===== src/rtl/uart_loop_fifo.sv =====
// Byte FIFO between the UART receive and transmit paths, with a pop FSM that issues
// one tx_en_o strobe per frame time so the transmitter never sees a byte while busy.
module uart_loop_fifo #(
  parameter int DATA_W       = 8,
  parameter int ADDR_W       = 4,
  parameter int CLK_FREQ     = 50_000_000,
  parameter int BAUD         = 115200,
  parameter int FRAME_BITS   = 10,
  parameter int GUARD_CYCLES = 16
) (
  input  logic              clk_i,
  input  logic              rst_i,
  input  logic [DATA_W-1:0] rx_data_i,
  input  logic              rx_done_i,
  output logic [DATA_W-1:0] tx_data_o,
  output logic              tx_en_o,
  output logic [ADDR_W:0]   fifo_cnt_o,
  output logic              fifo_full_o,
  output logic              fifo_empty_o,
  output logic              overflow_o,
  input  logic              overflow_clr_i
);

  localparam int DEPTH     = 1 << ADDR_W;
  localparam int BIT_CYC   = CLK_FREQ / BAUD;
  localparam int FRAME_CYC = BIT_CYC * FRAME_BITS + GUARD_CYCLES;
  localparam int PACE_W    = $clog2(FRAME_CYC);
  localparam logic [PACE_W-1:0] PACE_LAST = PACE_W'(FRAME_CYC - 2);
  localparam logic [ADDR_W:0]   CNT_FULL  = (ADDR_W+1)'(DEPTH);

  typedef enum logic [1:0] {S_IDLE, S_ISSUE, S_WAIT} state_t;

  state_t              r_state;
  state_t              w_next;
  logic [DATA_W-1:0]   r_mem [DEPTH];
  logic [ADDR_W-1:0]   r_wr_ptr;
  logic [ADDR_W-1:0]   r_rd_ptr;
  logic [ADDR_W:0]     r_cnt;
  logic                r_full;
  logic                r_empty;
  logic                r_ovf;
  logic                r_tx_en;
  logic [DATA_W-1:0]   r_tx_data;
  logic [PACE_W-1:0]   r_pace;
  logic                w_push;
  logic                w_pop;
  logic                w_ovf_evt;
  logic [ADDR_W:0]     w_cnt_nxt;

  // Full is judged on the registered (pre-edge) flag, so a same-edge pop never rescues a byte.
  assign w_push    = rx_done_i & ~r_full;
  assign w_ovf_evt = rx_done_i & r_full;

  always_comb begin
    w_next = r_state;
    w_pop  = 1'b0;
    case (r_state)
      S_IDLE: begin
        if (!r_empty) begin
          w_next = S_ISSUE;
          w_pop  = 1'b1;
        end
      end
      S_ISSUE: w_next = S_WAIT;
      S_WAIT:  if (r_pace == PACE_LAST) w_next = S_IDLE;
      default: w_next = S_IDLE;
    endcase
  end

  always_comb begin
    w_cnt_nxt = r_cnt;
    if (w_push && !w_pop)
      w_cnt_nxt = r_cnt + (ADDR_W+1)'(1);
    else if (w_pop && !w_push)
      w_cnt_nxt = r_cnt - (ADDR_W+1)'(1);
  end

  always_ff @(posedge clk_i or posedge rst_i) begin
    if (rst_i)
      r_state <= S_IDLE;
    else
      r_state <= w_next;
  end

  // Pace starts at the pop edge and counts through ISSUE and WAIT; one IDLE cycle closes the frame.
  always_ff @(posedge clk_i or posedge rst_i) begin
    if (rst_i)
      r_pace <= '0;
    else if (w_pop)
      r_pace <= '0;
    else if (r_state != S_IDLE)
      r_pace <= r_pace + PACE_W'(1);
  end

  always_ff @(posedge clk_i) begin
    if (w_push)
      r_mem[r_wr_ptr] <= rx_data_i;
  end

  always_ff @(posedge clk_i or posedge rst_i) begin
    if (rst_i) begin
      r_wr_ptr  <= '0;
      r_rd_ptr  <= '0;
      r_cnt     <= '0;
      r_full    <= 1'b0;
      r_empty   <= 1'b1;
      r_tx_en   <= 1'b0;
      r_tx_data <= '0;
    end else begin
      if (w_push)
        r_wr_ptr <= r_wr_ptr + ADDR_W'(1);
      if (w_pop) begin
        r_rd_ptr  <= r_rd_ptr + ADDR_W'(1);
        r_tx_data <= r_mem[r_rd_ptr];
      end
      r_tx_en <= w_pop;
      r_cnt   <= w_cnt_nxt;
      r_full  <= (w_cnt_nxt == CNT_FULL);
      r_empty <= (w_cnt_nxt == '0);
    end
  end

  always_ff @(posedge clk_i or posedge rst_i) begin
    if (rst_i)
      r_ovf <= 1'b0;
    else if (w_ovf_evt)
      r_ovf <= 1'b1;
    else if (overflow_clr_i)
      r_ovf <= 1'b0;
  end

  assign tx_data_o    = r_tx_data;
  assign tx_en_o      = r_tx_en;
  assign fifo_cnt_o   = r_cnt;
  assign fifo_full_o  = r_full;
  assign fifo_empty_o = r_empty;
  assign overflow_o   = r_ovf;

endmodule


===== config.mk =====
export PLATFORM = sky130hd
export DESIGN_NAME = uart_loop_fifo
export DESIGN_NICKNAME = d
export VERILOG_FILES = /design/src/rtl/uart_loop_fifo.sv
export SDC_FILE = /design/constraint.sdc
export NUM_CORES = 1
export LEC_CHECK = 0
export CORE_AREA = 2 2 129 131
export DETAILED_ROUTE_END_ITERATION = 12
export DIE_AREA = 0 0 131 133
export GPL_ROUTABILITY_DRIVEN = 0
export SLEW_MARGIN = 20
export SYNTH_ARGS = -nofsm -noshare
export SYNTH_HDL_FRONTEND = slang
export SYNTH_SLANG_ARGS = --single-unit

===== constraint.sdc =====
create_clock -name clk_i -period 1.97 [get_ports clk_i]
set_input_delay 0.394 -clock clk_i [delete_from_list [all_inputs] [get_ports clk_i]]
set_output_delay 0.394 -clock clk_i [all_outputs]
set_load 0.01 [all_outputs]

* After elaboration in Yosys (flattened, before gate mapping)
Memory sizes are Yosys's and may differ from the RTL's. A register that Yosys moved wholly into a read port is not among the register bits.
Cells that the tools add are included.
** Cells by class
- $add $sub $neg :: 5
- Equal/unequal tests :: 6
- Mux-type cells :: 13
- Bitwise logic cells :: 3
- Reduce and logical (&&, ||, !) cells :: 10
** Operators with widths (number)
- 2-to-1 mux 13 bit :: 2
- adder 13 x 1 -> 13 bit, second input constant :: 1
- equality test 13 bit, second input constant :: 1
- 2-to-1 mux 5 bit :: 2
- adder 4 x 1 -> 4 bit, second input constant :: 2
- 2-to-1 mux 1 bit :: 6
- case mux 2 bit (3 select lines) :: 1
- nonzero test 2 bit :: 3
- adder 5 x 1 -> 5 bit, second input constant :: 1
- equality test 5 bit, second input constant :: 1
- zero test 5 bit :: 1
- subtractor 5 x 1 -> 5 bit, second input constant :: 1
- 2-to-1 mux 2 bit :: 2
- != test 2 bit, second input constant :: 2
- bitwise AND 1 bit :: 2
- equality test 2 x 1 -> 1 bit, second input constant :: 1
- equality test 2 bit, second input constant :: 1
- logical AND 1 bit :: 2
- zero test 1 bit :: 2
- zero test 2 bit :: 1
- AND reduction 2 bit :: 1
- NOT 1 bit :: 1
** Storage, ports and cells
- Bits in registers :: 32
- Bits in writable memories :: 128
- Input bits :: 12
- Word-level logic and storage cells :: 47
- Memories kept :: 1
** Memory list
- r_mem :: depth 16, width 8, read ports 1, clocked after memory_dff 1, write ports 1, RTL line 35 : logic [DATA_W-1:0] r_mem [DEPTH];

* Logic depth before layout (Yosys ltp)
Gate-level depths: netlist (run 1).
- Depth in word-level cells :: 7
- Gate-level depth with buffers :: 7
- Mapped depth without buffers :: 6

* Least setup slack after synthesis (run 1)
Ideal clock, no wire load.
- Path type :: register to register
- Start point :: reg r_full, in the netlist fifo_full_o
- End point :: mem r_mem[3][0], enable pin
- Data arrival time :: 1768 ps
- Data required time :: 1587 ps
- Path slack :: -182 ps
- Cell stages (with the launch flop) :: 5
- Buffers on the path :: 1
- Clock period less this slack :: 2152 ps
- Path through :: dfrtp_1 -> and2b_2 -> clkbuf_1 -> nand2_1 -> nor3_1
** Between the ends
- Cells in the longest elaborated chain, start to end :: 4
** RTL lines
- start: declaration :: RTL line 39 : logic r_full;
- start signal: assignment :: RTL line 118 : r_full <= (w_cnt_nxt == CNT_FULL);
- NOT 1 bit :: RTL line 51 : assign w_push = rx_done_i & ~r_full;
- bitwise AND 1 bit :: RTL line 51
- 2-to-1 mux 1 bit :: RTL line 96 : if (w_push)
- 2-to-1 mux 1 bit (not written as such) :: RTL line 97 : r_mem[r_wr_ptr] <= rx_data_i;
- end: declaration :: RTL line 35
No other way between the ends.

==> flow_metrics.tcl, run 1 <==
set metrics [dict create \
    die-area_mm2 0.0174 \
    clkLatencyLatePin_ns 0.42 \
    cts_buffers 17 \
    grt_max_degree 38 \
    cp_cell_sequence "buf_12, mux4_2, mux2i_1, o22ai_1, a21o_1" \
    finalCriticalPeriod_ns 1.90 \
    total_power_mw 12.2 \
    layoutNonFillerInstCount 706 \
    fin_nets 494 \
    antenna_cells 0 \
    area_growth_pct 20.0 \
    viasPerCell 5.32 \
    setup_viol 0 \
    grt_pass1_vias 3855 \
    area.sequential_mm2 0.00485 \
    grt_first_pass_wirelength_um 22100 \
    cap_violations 0 \
    critPathKind "flop to flop" \
    powerDensity_mw_per_mm2 1470 \
    syn_avg_cell_area_um2 17.0 \
    num_vias 3754 \
    slew_headroom_pct 52.6 \
    final_area_mm2 0.00832 \
    synth.top_cell.area_share_pct 55.5 \
    yosysTopAreaCell "edfxtp_1" \
    status "completed" \
    max_stage_delay_ns 0.52 \
    yosys_warnings 0 \
    finalCritPeriodShare_pct 96.6 \
    synthCells 408 \
    drt-total-wl_um 14100 \
    setup_tns_ns 0 \
    synth_ff_type "edfxtp_1" \
    cp.arrival_ns 2.22 \
    io_pins 29 \
    dp_slack_ns 0.00260 \
    hold_class "input port to async pin" \
    worst_slew_pin_slew_ns 0.709 \
    wire_per_inst_um 19.9 \
    skew_ns 0.0104 \
    drt_pass1_iterations 5 \
    tritoncts "done" \
    clk_pin_slew_ns 0.06 \
    drive_gt1_share_pct 23.0 \
    drc_errors 0 \
    placed_area_mm2 0.00770 \
    hold_buffers 0 \
    cts_root_buf "clkbuf_16" \
    crit_slowest_cell "mux4_2" \
    multiInputGateArea_mm2 0.00192 \
    dpl.cell_count 673 \
    core.rowCount 47 \
    synth_area_leaders "edfxtp_1 (55%), dfrtp_1 (14%), mux4_2 (9.8%)" \
    fin_util_pct 51.4 \
    synth_most_common_cell "edfxtp_1" \
    postRouteAntennaNets 0 \
    io_buffer_count 28 \
    syn-num-nets 429 \
    hold_slack_ns 0.299 \
    dieHeight_um 133 \
    core_mm2 0.0162 \
    async_reset_ff_share_pct 23.8 \
    finalHoldViolations 0 \
    grt.overflow.total 0 \
    cp.required_ns 2.29 \
    ir_worst_vdd_uv 734 \
    ys_types 51 \
    postLayoutSetupSlackWorst_ns 0.0668 \
    startpoint_type "flop" \
    syn-cell-area_mm2 0.00693 \
    grtUsageTotal_pct 17.7 \
    die-width_um 131 \
    htreeDepth 4 \
    synth_top_cells_by_count "edfxtp_1 (128), dfrtp_1 (39), mux4_2 (30)" \
    synth-edff-count 128 \
    start_util_pct 42.8 \
    antenna_found_initial 0 \
    fillerInstances 1301 \
    crit_path_end_kind "flop" \
    dp_hpwl_um 9530 \
    drt_iter0_markers 238 \
    ys_seq_area_share_pct 69.9 \
    fmax_mhz 525 \
    p_leak_nw 2.99 \
    clock_path_buffers 2 \
    rsz0062_at_grt "false" \
    ys_ff_latch 168 \
    maxSlewViolCount 0 \
    cp_max_fo 20 \
    numClockSinks 168 \
]
-- sequential cells by signal, indices dropped and copies added (netlist names) --
register      flops
tx_en_o           1
fifo_empty_o      1
r_pace           13
overflow_o        1
tx_data_o         8
r_rd_ptr          4
fifo_full_o       1
r_mem           128
fifo_cnt_o        5
r_wr_ptr          4
r_state           2
-- logic make-up (layout without fill, tap and decap cells) --
logic type	count (synthesis)	after routing	share of synthesized area, %
simple gates	88	88	6.68
flops	168	168	69.9
mux	55	55	13.4
xor+xnor	9	9	1.25
fa+ha+maj	9	9	1.63
buf+inv	33	111	2.49
compound gates	46	46	4.64
-- worst max-delay path, delay by kind of cell (launching register included) --
kind	cells	cell delay, ns
buffers and inverters	1	0.21
multiplexers	2	0.82
AO/OA/AOI/OAI	2	0.32
flip-flops	1	0.42
-- per-layer routing --
| layer | vias up | track usage [%] | part of all wire (%) |
|---|---|---|---|
| met1 | 1916 | 24.4 | 45 |
| met2 | 106 | 28.1 | 50 |
| met5 | - | 0 | 0 |
| met3 | 6 | 4.73 | 5.0 |
| li1 | 1726 | - | - |
| met4 | 0 | 4.73 | 0.73 |
-- placed cells by master (no fill, tap or decap), types with 7 or more instances in the layout --
cell               n
ha_1               9
clkbuf_16         17
nand2_1           24
mux4_2            30
o21ai_0           11
edfxtp_1         128
mux2i_1           24
nor3_1             7
xnor2_1            8
nand3_1            8
inv_1              9
clkdlybuf4s50_1   28
nor2_1            17
buf_4             35
dfrtp_1           37
-- final cells by class --
type | instances | area share (%)
Timing Repair Buffer | 67 | 7.49
Multi-Input combinational cell | 207 | 23.1
Clock inverter | 14 | 2.09
Sequential cell | 168 | 58.3
Clock buffer | 18 | 5.16
Tap cell | 220 | 3.31
Inverter | 12 | 0.557
-- where the power goes --
part           total (mW)  internal, mW  switching, mW  leakage (nW)
clock                3.37          2.00           1.36         0.285
combinational        4.02          1.96           2.05          1.04
sequential           4.82          4.41          0.405          1.66
total                12.2          8.38           3.82          2.99
-- repair_timing --
action / in CTS / in global routing
gates resized for setup: 0 / 1
setup endpoints to repair: 1 / 1
buffers inserted: 1 / 0
-- path summary, 6_finish.rpt --
path | startpoint | endpoint | slack, ns | cells past startpoint
worst max-delay path | r_rd_ptr[0]$_DFFE_PP0N_ | tx_data_o[0]$_DFFE_PP0N_ | 0.07 | 5
worst min-delay path | rst_i | r_wr_ptr[0]$_DFFE_PP0P_ | 0.30 | 2
min in group clk_i | r_pace[12]$_DFFE_PP0P_ | r_pace[12]$_DFFE_PP0P_ | 0.47 | 1
worst min register to register | r_pace[12]$_DFFE_PP0P_ | r_pace[12]$_DFFE_PP0P_ | 0.47 | 1
worst max register to register | r_rd_ptr[0]$_DFFE_PP0N_ | tx_data_o[0]$_DFFE_PP0N_ | 0.07 | 5
max in group asynchronous | rst_i | fifo_empty_o$_DFF_PP1_ | 1.10 | 3
No activity file was read; power rests on OpenSTA's default activity.
==> run 2, diff against run 1 <==
--- a/config.mk
+++ b/config.mk
@@ -9,6 +9,7 @@
 export DETAILED_ROUTE_END_ITERATION = 12
 export DIE_AREA = 0 0 131 133
 export GPL_ROUTABILITY_DRIVEN = 0
+export PLACE_DENSITY_LB_ADDON = 0.05
 export SLEW_MARGIN = 20
 export SYNTH_ARGS = -nofsm -noshare
 export SYNTH_HDL_FRONTEND = slang
==> run 2 against run 1 <==
Compared with the run above: clock power increased by 3%; hold slack improved by 0.0011 ns; register-to-register slack improved by 0.06 ns; first-iteration DRC count up 0.42%; flip-flop and latch count did not move.
==> flow_metrics.tcl, run 2 (same netlist as run 1, synthesis figures left out) <==
set metrics [dict create \
    status "completed" \
    layout_commonest_cell "edfxtp_1" \
    drt-total-wl_um 15100 \
    clk_pin_slew_ns 0.07 \
    reg2reg_slack_ns 0.13 \
    drt_pass1_iterations 4 \
    core_mm2 0.0162 \
    die-width_um 131 \
    crit_path_end_kind "primary output" \
    antenna_cells 0 \
    cap_violations 0 \
    rr_endpoint "tx_data_o[3]$_DFFE_PP0N_" \
    grtUsageTotal_pct 18.7 \
    clkLatencyLatePin_ns 0.43 \
    cp.required_ns 1.58 \
    io_pins 29 \
    layoutNonFillerInstCount 732 \
    cp_max_fo 4 \
    critPathKind "flop to primary output" \
    max_stage_delay_ns 0.56 \
    die-area_mm2 0.0174 \
    fmax_mhz 525 \
    numClockSinks 168 \
    cp.arrival_ns 1.51 \
    drt_iter0_markers 239 \
    htreeDepth 4 \
    finalHoldViolations 0 \
    crit_slowest_cell "dfstp_2" \
    postRouteAntennaNets 0 \
    path_delay_family "flip-flops" \
    rsz0062_at_grt "false" \
    maxSlewViolCount 0 \
    hold_class "input port to async pin" \
    final_cell_mix "edfxtp_1 (128), buf_4 (60), dfrtp_1 (37), mux4_2 (30), clkdlybuf4s50_1 (28)" \
    start_util_pct 42.8 \
    grt.overflow.total 0 \
    cp_cell_sequence "clkdlybuf4s50_1" \
    grt_first_pass_wirelength_um 23200 \
    viasPerCell 5.30 \
    area_growth_pct 23.3 \
    finalCritPeriodShare_pct 96.7 \
    dieHeight_um 133 \
    worst_slew_pin_slew_ns 0.645 \
    regMostFlops "r_mem" \
    tritoncts "done" \
    startpoint_type "flop" \
    io_buffer_count 28 \
    p_leak_nw 3.14 \
    clock_path_buffers 2 \
    startpoint "fifo_empty_o$_DFF_PP1_" \
    antenna_found_initial 0 \
    hold_buffers 0 \
    core.rowCount 47 \
    ff2ff_path_depth 6 \
    dp_hpwl_um 9960 \
    skew_ns 0.00562 \
    cts_root_buf "clkbuf_16" \
    grt_max_degree 41 \
    grt_pass1_vias 3881 \
    powerDensity_mw_per_mm2 1480 \
    setup_viol 0 \
    drive_gt1_share_pct 27.3 \
    slew_headroom_pct 56.9 \
    num_vias 3876 \
    finalCriticalPeriod_ns 1.91 \
    ir_worst_vdd_uv 716 \
    cts_buffers 17 \
    hold_slack_ns 0.300 \
    largest_reg_flops 128 \
    drc_errors 0 \
    fin_nets 520 \
    critPathBufInv 1 \
    worst_r2r_startpoint "r_rd_ptr[0]$_DFFE_PP0N_" \
    wire_per_inst_um 20.6 \
    dpl.cell_count 687 \
]
run 2: cell count changes in the layout (fill, tap and decap cells not counted):
cell / change
buf_4: +25
inv_6: +1
clkbuf_1: -1
nor4b_1: -1
inv_2: +1
clkinv_2: -1
nor4b_2: +1
clkinv_4: +1
inv_8: +2
buf_12: +1
clkinvlp_4: -3
run 2: timing repair:
| action | in CTS | in global routing |
|---|---|---|
| setup buffers | 2 | 11 |
| resized for setup | 0 | 2 |
| endpoints found under the setup margin | 1 | 3 |
run 2: worst reg2reg max path, stage by stage, from the launching register on:
cell and delay [ns]:
dfrtp_2 0.40, buf_12 0.17, buf_12 0.16, mux4_2 0.52, mux2i_1 0.20, o22ai_1 0.10, a21o_1 0.18
run 2: how the worst max path moves through the flow:
stage                     slack, ns                     to  cells past startpoint
final                          0.06           fifo_empty_o                      1
after global routing          0.009           fifo_empty_o                      1
after CTS                      0.03           fifo_empty_o                      1
after detailed placement      -0.09  fifo_full_o$_DFF_PP0_                      6
after global placement        -0.08  r_mem[5][7]$_DFFE_PP_                      5
after floorplan               -0.14  r_mem[1][0]$_DFFE_PP_                      4
run 2: final cells by class:
class                      count  area, um^2
sequential                   168        4850
inverter                      12        46.3
fill                        1326        7630
multi-input combinational    207        1930
timing repair buffer          93         831
tap                          220         275
clock inverter                15         190
clock buffer                  17         425
run 2: layer usage:
layer	routed length, um	track usage, %	vias to the layer above	part of all wire, %
li1	-	-	1784	-
met1	6580	25.4	2001	44
met2	7660	29.7	72	51
met3	577	4.53	19	3.8
met4	261	6.21	0	1.7
met5	0	0	-	0
run 2: through the flow:
step	setup WS (ns)	instance area [um^2]	setup TNS (ns)	power [mW]	utilization, %
6_report	0.0640	8540	0	12.7	52.8
4_1_cts	0.0348	8450	0	12.6	52.3
2_1_floorplan	-0.145	6940	-2.32	7.47	-
5_1_grt	0.00852	8540	0	13.3	52.8
3_5_place_dp	-0.0863	7820	-0.515	9.12	48.4
3_3_place_gp	-0.0807	7820	-0.932	9.08	48.4
run 2: power breakdown:
group	leakage [nW]	internal [mW]	switching [mW]
logic	1.18	2.22	2.15
registers	1.66	4.41	0.404
clock network	0.302	2.03	1.45
==> run 3, diff against run 2 <==
--- a/config.mk
+++ b/config.mk
@@ -14,3 +14,4 @@
 export SYNTH_ARGS = -nofsm -noshare
 export SYNTH_HDL_FRONTEND = slang
 export SYNTH_SLANG_ARGS = --single-unit
+export TNS_END_PERCENT = 5
==> run 3 against run 2 <==
Compared with the run above: flip-flop and latch count did not move; hold slack got worse by 0.073 ns; wire length fell by 2.2%; critical path depth did not move; via count fell by 1.3%; non-clock buffer count fell by 7; power fell by 3.7%; fmax fell by 0.15%; sequential share of layout area rose by 0.68 points; largest power group unchanged.
==> flow_metrics.tcl, run 3 (same netlist as run 1, synthesis figures left out) <==
set metrics [dict create \
    cp_cell_sequence "clkdlybuf4s50_1" \
    grt_pass1_vias 3933 \
    gr-usage-met1_pct 24.9 \
    core_mm2 0.0162 \
    num_vias 3825 \
    drt-total-wl_um 14800 \
    die-area_mm2 0.0174 \
    cap_violations 0 \
    critPathBufInv 1 \
    dp_hpwl_um 10000 \
    critPathKind "flop to primary output" \
    p_comb_share_pct 34.0 \
    finalCritPeriodShare_pct 96.9 \
    hold_buffers 0 \
    skew_ns 0.00859 \
    clock_path_buffers 2 \
    slew_headroom_pct 56.6 \
    viasPerCell 5.28 \
    io_buffer_count 28 \
    ff2ff_path_depth 5 \
    seqPwrFrac_pct 39.5 \
    io_pins 29 \
    clk_pin_slew_ns 0.06 \
    finalHoldViolations 0 \
    final_area_mm2 0.00844 \
    clockPowerShare_pct 26.5 \
    fin_nets 513 \
    cp.arrival_ns 1.51 \
    swShare_pct 31.6 \
    htreeDepth 4 \
    crit_path_end_kind "primary output" \
    fmax_mhz 524 \
    powerDensity_mw_per_mm2 1440 \
    setup_viol 0 \
    placed_area_mm2 0.00784 \
    rr_endpoint "tx_data_o[2]$_DFFE_PP0N_" \
    drt_iter0_markers 246 \
    layout_commonest_cell "edfxtp_1" \
    path_delay_family "buffers and inverters" \
    total_power_mw 12.2 \
    busiest_layer "met2" \
    dieHeight_um 133 \
    ir_worst_vdd_uv 802 \
    area_growth_pct 21.8 \
    drive_gt1_share_pct 25.5 \
    final_cell_mix "edfxtp_1 (128), buf_4 (54), dfrtp_1 (38), mux4_2 (30), clkdlybuf4s50_1 (27)" \
    largest_reg_flops 128 \
    finalCriticalPeriod_ns 1.91 \
    startpoint_type "flop" \
    antenna_found_initial 0 \
    hold_class "input port to async pin" \
    p_leak_nw 3.11 \
    worst_r2r_startpoint "r_rd_ptr[0]$_DFFE_PP0N_" \
    wire_per_inst_um 20.4 \
    cp_max_fo 6 \
    status "completed" \
    use_met2_pct 29.3 \
    drc_errors 0 \
    grt.overflow.total 0 \
    fillerInstances 1340 \
    maxSlewViolCount 0 \
    use_met3_pct 4.65 \
    postRouteAntennaNets 0 \
    crit_slowest_cell "clkdlybuf4s50_1" \
    drt_pass1_iterations 4 \
    p_int_mw 8.33 \
    cp.required_ns 1.58 \
    numClockSinks 168 \
    regMostFlops "r_mem" \
    setup_tns_ns 0 \
    cts_root_buf "clkbuf_16" \
    cts_buffers 17 \
    grt_max_degree 38 \
    die-width_um 131 \
    clkLatencyLatePin_ns 0.42 \
    tritoncts "done" \
    antenna_cells 0 \
    grt_first_pass_wirelength_um 22800 \
    max_stage_delay_ns 0.60 \
    start_util_pct 42.8 \
    switchingPower_mw 3.85 \
    core.rowCount 47 \
    reg2reg_slack_ns 0.09 \
    worst_slew_pin_slew_ns 0.649 \
    grtUsageTotal_pct 18.3 \
]
[run 3: cell count changes in the layout (fill, tap and decap cells not counted), sizes merged]
cell           previous run  this run
buf                      65        58
bufinv                    3         2
clkbuf                   17        18
clkdlybuf4s50            28        27
clkinv                    8         7
dlymetal6s2s              0         1
inv                      16        17
[run 3: worst max-delay path by stage]
stage,from,end,depth (start not counted)
after CTS,fifo_empty_o$_DFF_PP1_,fifo_empty_o,1
after global routing,fifo_cnt_o[2]$_DFF_PP0_,fifo_cnt_o[2],1
after floorplan,fifo_full_o$_DFF_PP0_,r_mem[0][0]$_DFFE_PP_,4
after global placement,rx_done_i,r_mem[7][6]$_DFFE_PP_,5
after detailed placement,rx_done_i,r_mem[3][3]$_DFFE_PP_,5
final,fifo_cnt_o[2]$_DFF_PP0_,fifo_cnt_o[2],1
[run 3: timing repair]
item / 4_1_cts / 5_1_grt
endpoints found under the setup margin: 1 / 3
buffers inserted: 2 / 0
pin swaps: 0 / 0
gates resized for setup: 0 / 4
[run 3: cell type report]
type | instances | area (um^2) | share of cell area, %
repair buffers | 86 | 768 | 9.10
flip-flops and latches | 168 | 4850 | 57.4
clock buffers | 18 | 429 | 5.09
inverters | 12 | 47.5 | 0.563
multi-input cells | 207 | 1930 | 22.8
well taps | 220 | 275 | 3.26
clock inverters | 14 | 144 | 1.70
[run 3: layer usage]
layer,up-vias,part of all wire [%],wire length [um]
li1,1768,-,-
met5,-,0,0
met3,8,3.7,545
met1,1966,44,6530
met2,83,51,7550
met4,0,0.90,133
[run 3: worst reg2reg max path: cells and delay by family, from the launching register on]
kind                   cells  cell delay (ns)
buffers and inverters      1             0.27
muxes                      2             0.72
DFF                        1             0.48
AOI/OAI and AO/OA          2             0.30
[run 3: power groups by stage]
stage | sequential (mW) | combinational, mW | clock [mW]
2_1_floorplan | 4.78 | 2.69 | 0
3_3_place_gp | 4.87 | 4.12 | 0
3_5_place_dp | 4.88 | 4.14 | 0
4_1_cts | 4.81 | 4.18 | 3.32
5_1_grt | 4.89 | 4.50 | 3.49
6_report | 4.81 | 4.14 | 3.23
[run 3: metrics by stage]
stage                     worst slack [ns]  hold slack, ns  util [%]  instances
after floorplan                     -0.146           0.437         -        408
after CTS                           0.0233           0.216      52.1        725
after global routing              -0.00424           0.236      52.2        725
final                               0.0613           0.227      52.2        725
after detailed placement           -0.0627           0.466      48.4        691
after global placement             -0.0735           0.459      48.4        691
==> edit 1, RTL diff (settings of run 1) <==
Make the reset (`rst_i`) synchronous in 4 clocked blocks.
--- a/src/rtl/uart_loop_fifo.sv
+++ b/src/rtl/uart_loop_fifo.sv
@@ -77,3 +77,3 @@
 
-  always_ff @(posedge clk_i or posedge rst_i) begin
+  always_ff @(posedge clk_i) begin
     if (rst_i)
@@ -85,3 +85,3 @@
   // Pace starts at the pop edge and counts through ISSUE and WAIT; one IDLE cycle closes the frame.
-  always_ff @(posedge clk_i or posedge rst_i) begin
+  always_ff @(posedge clk_i) begin
     if (rst_i)
@@ -99,3 +99,3 @@
 
-  always_ff @(posedge clk_i or posedge rst_i) begin
+  always_ff @(posedge clk_i) begin
     if (rst_i) begin
@@ -122,3 +122,3 @@
 
-  always_ff @(posedge clk_i or posedge rst_i) begin
+  always_ff @(posedge clk_i) begin
     if (rst_i)
Formal check against the unedited RTL: differs if rst_i is asserted again (counterexample within 4 cycles, from zero or initial values and one cycle with rst_i high); with rst_i held inactive, the same outputs for 10 cycles.
==> edit 1 against run 1 <==
  * Clock power up 3%
  * Sequential power is 12% lower
  * Die area is the same
  * Wire length down 1.7%
  * Total power is 17% lower
  * Synthesized area fell by 1.4%
  * Cell area decreased by 1.4%
  * Critical path type unchanged
  * Sequential cell count did not move
  * Count of clock-buffer cells in the layout did not move
  * Worst setup slack got worse by 0.0036 ns
==> edit 1: results (changes against run 1) <==
Placement
  – HPWL reported at the end of detailed placement: 8640 um (was 9530 um)

Synth
  – Syn Inst Count: 418 (was 408)
  – Commonest cells in the netlist: 128 x edfxtp_1, 50 x nor2_1, 40 x dfxtp_1, 20 x a21oi_1, 20 x mux4_1 (was 128 x edfxtp_1, 39 x dfrtp_1, 30 x mux4_2, 24 x mux2i_1, 24 x nand2_1)
  – Top cells by area, synth: edfxtp_1 56%, dfxtp_1 12%, mux4_1 7.7%, mux4_2 4.0%, nor2_1 2.7% (was edfxtp_1 55%, dfrtp_1 14%, mux4_2 9.8%, mux2i_1 3.5%, ha_1 1.6%)
  – Sequential share of the synthesized area: 0.680 (was 0.699)
  – Async S/R FF share, synth: 0 (was 0.238)

Clock tree
  – Clock Pin Slew Worst Setup and Hold Paths: 0.06 ns (about the same)
  – Post-CTS Setup Bufs: 0 (was 1)

Global routing
  – Total global-route track usage: 0.169 (was 0.177)
  – M2 GR Usage: 0.266 (was 0.281)
  – Largest net degree at the start of global routing: 36 (was 38)
  – Met1 usage: 0.230 (was 0.244)
  – M3 GR Usage: 0.0445 (was 0.0473)
  – Vias in the first global route: 3,834 (was 3,855)
  – Global-route wire length before repair: 21,100 um (was 22,100 um)

Pwr
  – Combinational cell fraction of total power: 0.244 (was 0.329)
  – Leak pwr: 0.00274 uW (was 0.00299 uW)
  – Clock share of power: 0.341 (was 0.276)
  – P_int: 7360 uW (was 8380 uW)

Setup path
  – Worst r2r src: r_rd_ptr[0]$_SDFFE_PP0P_ (was r_rd_ptr[0]$_DFFE_PP0N_)
  – Setup crit end: tx_data_o[7]$_SDFFE_PP0P_ (was tx_data_o[0]$_DFFE_PP0N_)
  – Reg2Reg Depth: 6 (was 5)
  – Setup crit start: r_rd_ptr[0]$_SDFFE_PP0P_ (was r_rd_ptr[0]$_DFFE_PP0N_)
  – CP max stage delay: 0.62 ns (was 0.52 ns)
  – Slowest-stage cell, CP: mux4_1 (was mux4_2)
  – CP Max Fanout: 15 (was 20)

Finish
  – Fillers: 1,354 (was 1,301)
  – Layout cells sized above 1: 0.201 (was 0.230)
  – Final std cells w/o fill: 718 (was 706)
  – Max reg flops: 128 (unchanged)

STA
  – Clock skew: 0.00716 ns (was 0.0104 ns)
  – Max-slew headroom: 0.554 (was 0.526)

Routing
  – 1st-iter DRT viols: 297 (was 238)
  – Drt pass-1 iters: 4 (was 5)
  – DRT Wirelength: 13,800 um (was 14,100 um)
  – Vias per cell: 5.23 (was 5.32)

Run status
  – Status: complete, no violations (unchanged)
edit 1: cell count changes in the layout (fill, tap and decap cells not counted), moves of 8 or more:
cell     delta
a22oi_1    +13
mux4_1     +19
nor2_1     +33
xor2_1     +11
a21oi_1    +20
o21ai_0     -8
mux4_2     -17
dfrtp_1    -37
mux2i_1    -23
dfxtp_1    +39
edit 1: final cells by class:
| cell class | instances | area share |
|---|---|---|
| Clock inverter | 14 | 0.0235 |
| Clock buffer | 18 | 0.0524 |
| Tap cell | 220 | 0.0336 |
| Sequential cell | 168 | 0.567 |
| Multi-Input combinational cell | 222 | 0.244 |
| Inverter | 6 | 0.00275 |
| Timing Repair Buffer | 70 | 0.0772 |
edit 1: routing by layer:
| layer | part of all wire | wire length [um] |
|---|---|---|
| met1 | 0.44 | 6070 |
| met2 | 0.49 | 6710 |
| met3 | 0.062 | 857 |
| met4 | 0.013 | 175 |
| met5 | 0 | 0 |
edit 1: through the flow:
| stage | setup WS, ns | total power, uW | hold slack [ns] | area (sq um) | TNS, ns |
|---|---|---|---|---|---|
| floorplan | -0.0184 | 5840 | 0.477 | 6840 | -0.294 |
| global placement | -0.0554 | 6550 | 0.457 | 7480 | -1.83 |
| detailed placement | -0.0936 | 6590 | 0.468 | 7480 | -1.69 |
| CTS | 0.0263 | 10100 | 0.478 | 8100 | 0 |
| global route | 0.00923 | 10600 | 0.487 | 8200 | 0 |
| finish | 0.0632 | 10200 | 0.472 | 8200 | 0 |
edit 1: cells by family (layout without fill, tap and decap cells):
kind of cell / count (synthesis) / after routing / synth area share
simple gates: 109 / 109 / 0.0784
buf+inv: 28 / 108 / 0.0308
compound gates: 50 / 50 / 0.0482
fa+ha+maj: 9 / 9 / 0.0165
xor+xnor: 21 / 21 / 0.0280
flops: 168 / 168 / 0.680
mux: 33 / 33 / 0.118
==> edit 2, RTL diff (settings of run 1) <==
Made on the original files. Change the parameter `ADDR_W` from 4 to 3.
--- a/src/rtl/uart_loop_fifo.sv
+++ b/src/rtl/uart_loop_fifo.sv
@@ -4,3 +4,3 @@
   parameter int DATA_W       = 8,
-  parameter int ADDR_W       = 4,
+  parameter int ADDR_W       = 3,
   parameter int CLK_FREQ     = 50_000_000,
Ports: changed (resized fifo_cnt_o); port bits go from 29 to 28. No check against the original RTL was run, so the function may have changed too.
==> edit 2 against run 1 <==
  * Sequential cell count down 67
  * Clock skew fell by 0.0011 ns
  * Synthesized area shrank 40%
  * Worst hold slack improved by 0.070 ns
  * First-iteration DRC count decreased by 20%
  * Count of clock-buffer cells in the layout decreased by 8
  * Cell area fell by 38%
  * Worst setup slack improved by 0.052 ns
  * Combinational power down 36%
  * Wire length down 44%
  * Via count fell by 36%
  * Total power is 40% lower
  * Non-clock buffer count decreased by 18
==> edit 2: results (changes against run 1) <==
Setup path
  – CP Max Fanout: 5 (was 20)
  – CP max stage delay: 0.57 ns (was 0.52 ns)
  – CP top delay family: flip-flops (was multiplexers)
  – Critical Path AT: 1.46 ns (was 2.22 ns)
  – Setup crit end: fifo_empty_o (was tx_data_o[0]$_DFFE_PP0N_)
  – Setup crit start: fifo_empty_o$_DFF_PP1_ (was r_rd_ptr[0]$_DFFE_PP0N_)
  – R2r setup slk: 0.15 ns (was 0.07 ns)

Synth
  – Mux share of post-synthesis cell area: 0.120 (was 0.134)
  – Post-synthesis xor/xnor area fraction: 0.0126 (was 0.0125)
  – Adder-Cell Fraction of Synth Area: 0.0180 (was 0.0163)
  – Mean Syn Cell Area: 15.2 sq um (was 17.0 sq um)
  – Synth Area in Compound Gates: 0.0505 (was 0.0464)
  – Async S/R FF share, synth: 0.366 (was 0.238)
  – Commonest cells in the netlist: 64 x edfxtp_1, 36 x dfrtp_1, 33 x nand2_1, 16 x mux4_2 (was 128 x edfxtp_1, 39 x dfrtp_1, 30 x mux4_2, 24 x mux2i_1, 24 x nand2_1)
  – Top cells by area, synth: edfxtp_1 46%, dfrtp_1 22%, mux4_2 8.7%, mux2i_1 3.4%, nand2_1 3.0% (was edfxtp_1 55%, dfrtp_1 14%, mux4_2 9.8%, mux2i_1 3.5%, ha_1 1.6%)

Finish
  – Layout cells sized above 1: 0.187 (was 0.230)
  – Layout Nets: 340 (was 494)
  – Area delta synth->final: 23.5% (was 20.0%)
  – Max reg flops: 64 (was 128)
  – Final std cells w/o fill: 547 (was 706)

Placement
  – Area after DPL: 4850 sq um (was 7700 sq um)
  – Dpl ws: -0.108 ns (was 0.00260 ns)
  – Port Buffers: 27 (was 28)

Pwr
  – Max IR drop VDD: 0.000675 V (was 0.000734 V)
  – P_comb: 2590 uW (was 4020 uW)
  – Power Dens Cells: 1440 nW/um^2 (was 1470 nW/um^2)
  – Leak pwr: 0.00186 uW (was 0.00299 uW)

Clock tree
  – CTS Buf Count: 9 (was 17)
  – Clock Latency Late Sink: 0.34 ns (was 0.42 ns)
  – H-tree Lvls: 3 (was 4)
  – Post-CTS Setup Bufs: 0 (was 1)

STA
  – Min Hold Slack: 0.370 ns (was 0.299 ns)
  – Slew @ Worst Pin: 0.492 ns (was 0.709 ns)
  – Final Critical Period: 1.85 ns (was 1.90 ns)
  – Clock skew: 0.00936 ns (was 0.0104 ns)

Routing
  – Vias per cell: 4.37 (was 5.32)
  – 1st-iter DRT viols: 190 (was 238)
  – Drt pass-1 iters: 7 (was 5)

Global routing
  – Global-route wire length before repair: 12,700 um (was 22,100 um)
  – Vias in the first global route: 2,419 (was 3,855)

Run status
  – Status: complete, no violations (unchanged)
==> edit 2: changes by cell type after synthesis, sizes merged, moves of 6 or more <==
cell	change
o22ai	-7
mux4	-14
a21o	-6
nand2	+9
edfxtp	-64
mux2i	-10
buf	-8
nor2	-6
==> edit 2: cell type report <==
cell class	instances	area, sq um
clock inverter	6	55.1
clock buffer	10	229
timing repair buffer	49	460
fill	1580	11000
multi-input combinational	152	1230
tap	220	275
sequential	101	2850
inverter	9	38.8
==> edit 2: logic make-up after synthesis <==
family | Yosys count
flip-flops | 101
AND/OR/NAND/NOR | 78
AO/OA/AOI/OAI | 32
multiplexers | 30
buffers and inverters | 20
XOR/XNOR | 6
adder cells (fa/ha/maj) | 6
==> edit 2: per-layer routing <==
metal | up-vias | track usage | part of all wire
met3 | 9 | 0.0279 | 0.038
met1 | 1214 | 0.124 | 0.45
met5 | - | 0 | 0
li1 | 1124 | - | -
met2 | 41 | 0.155 | 0.50
met4 | 0 | 0.0331 | 0.011
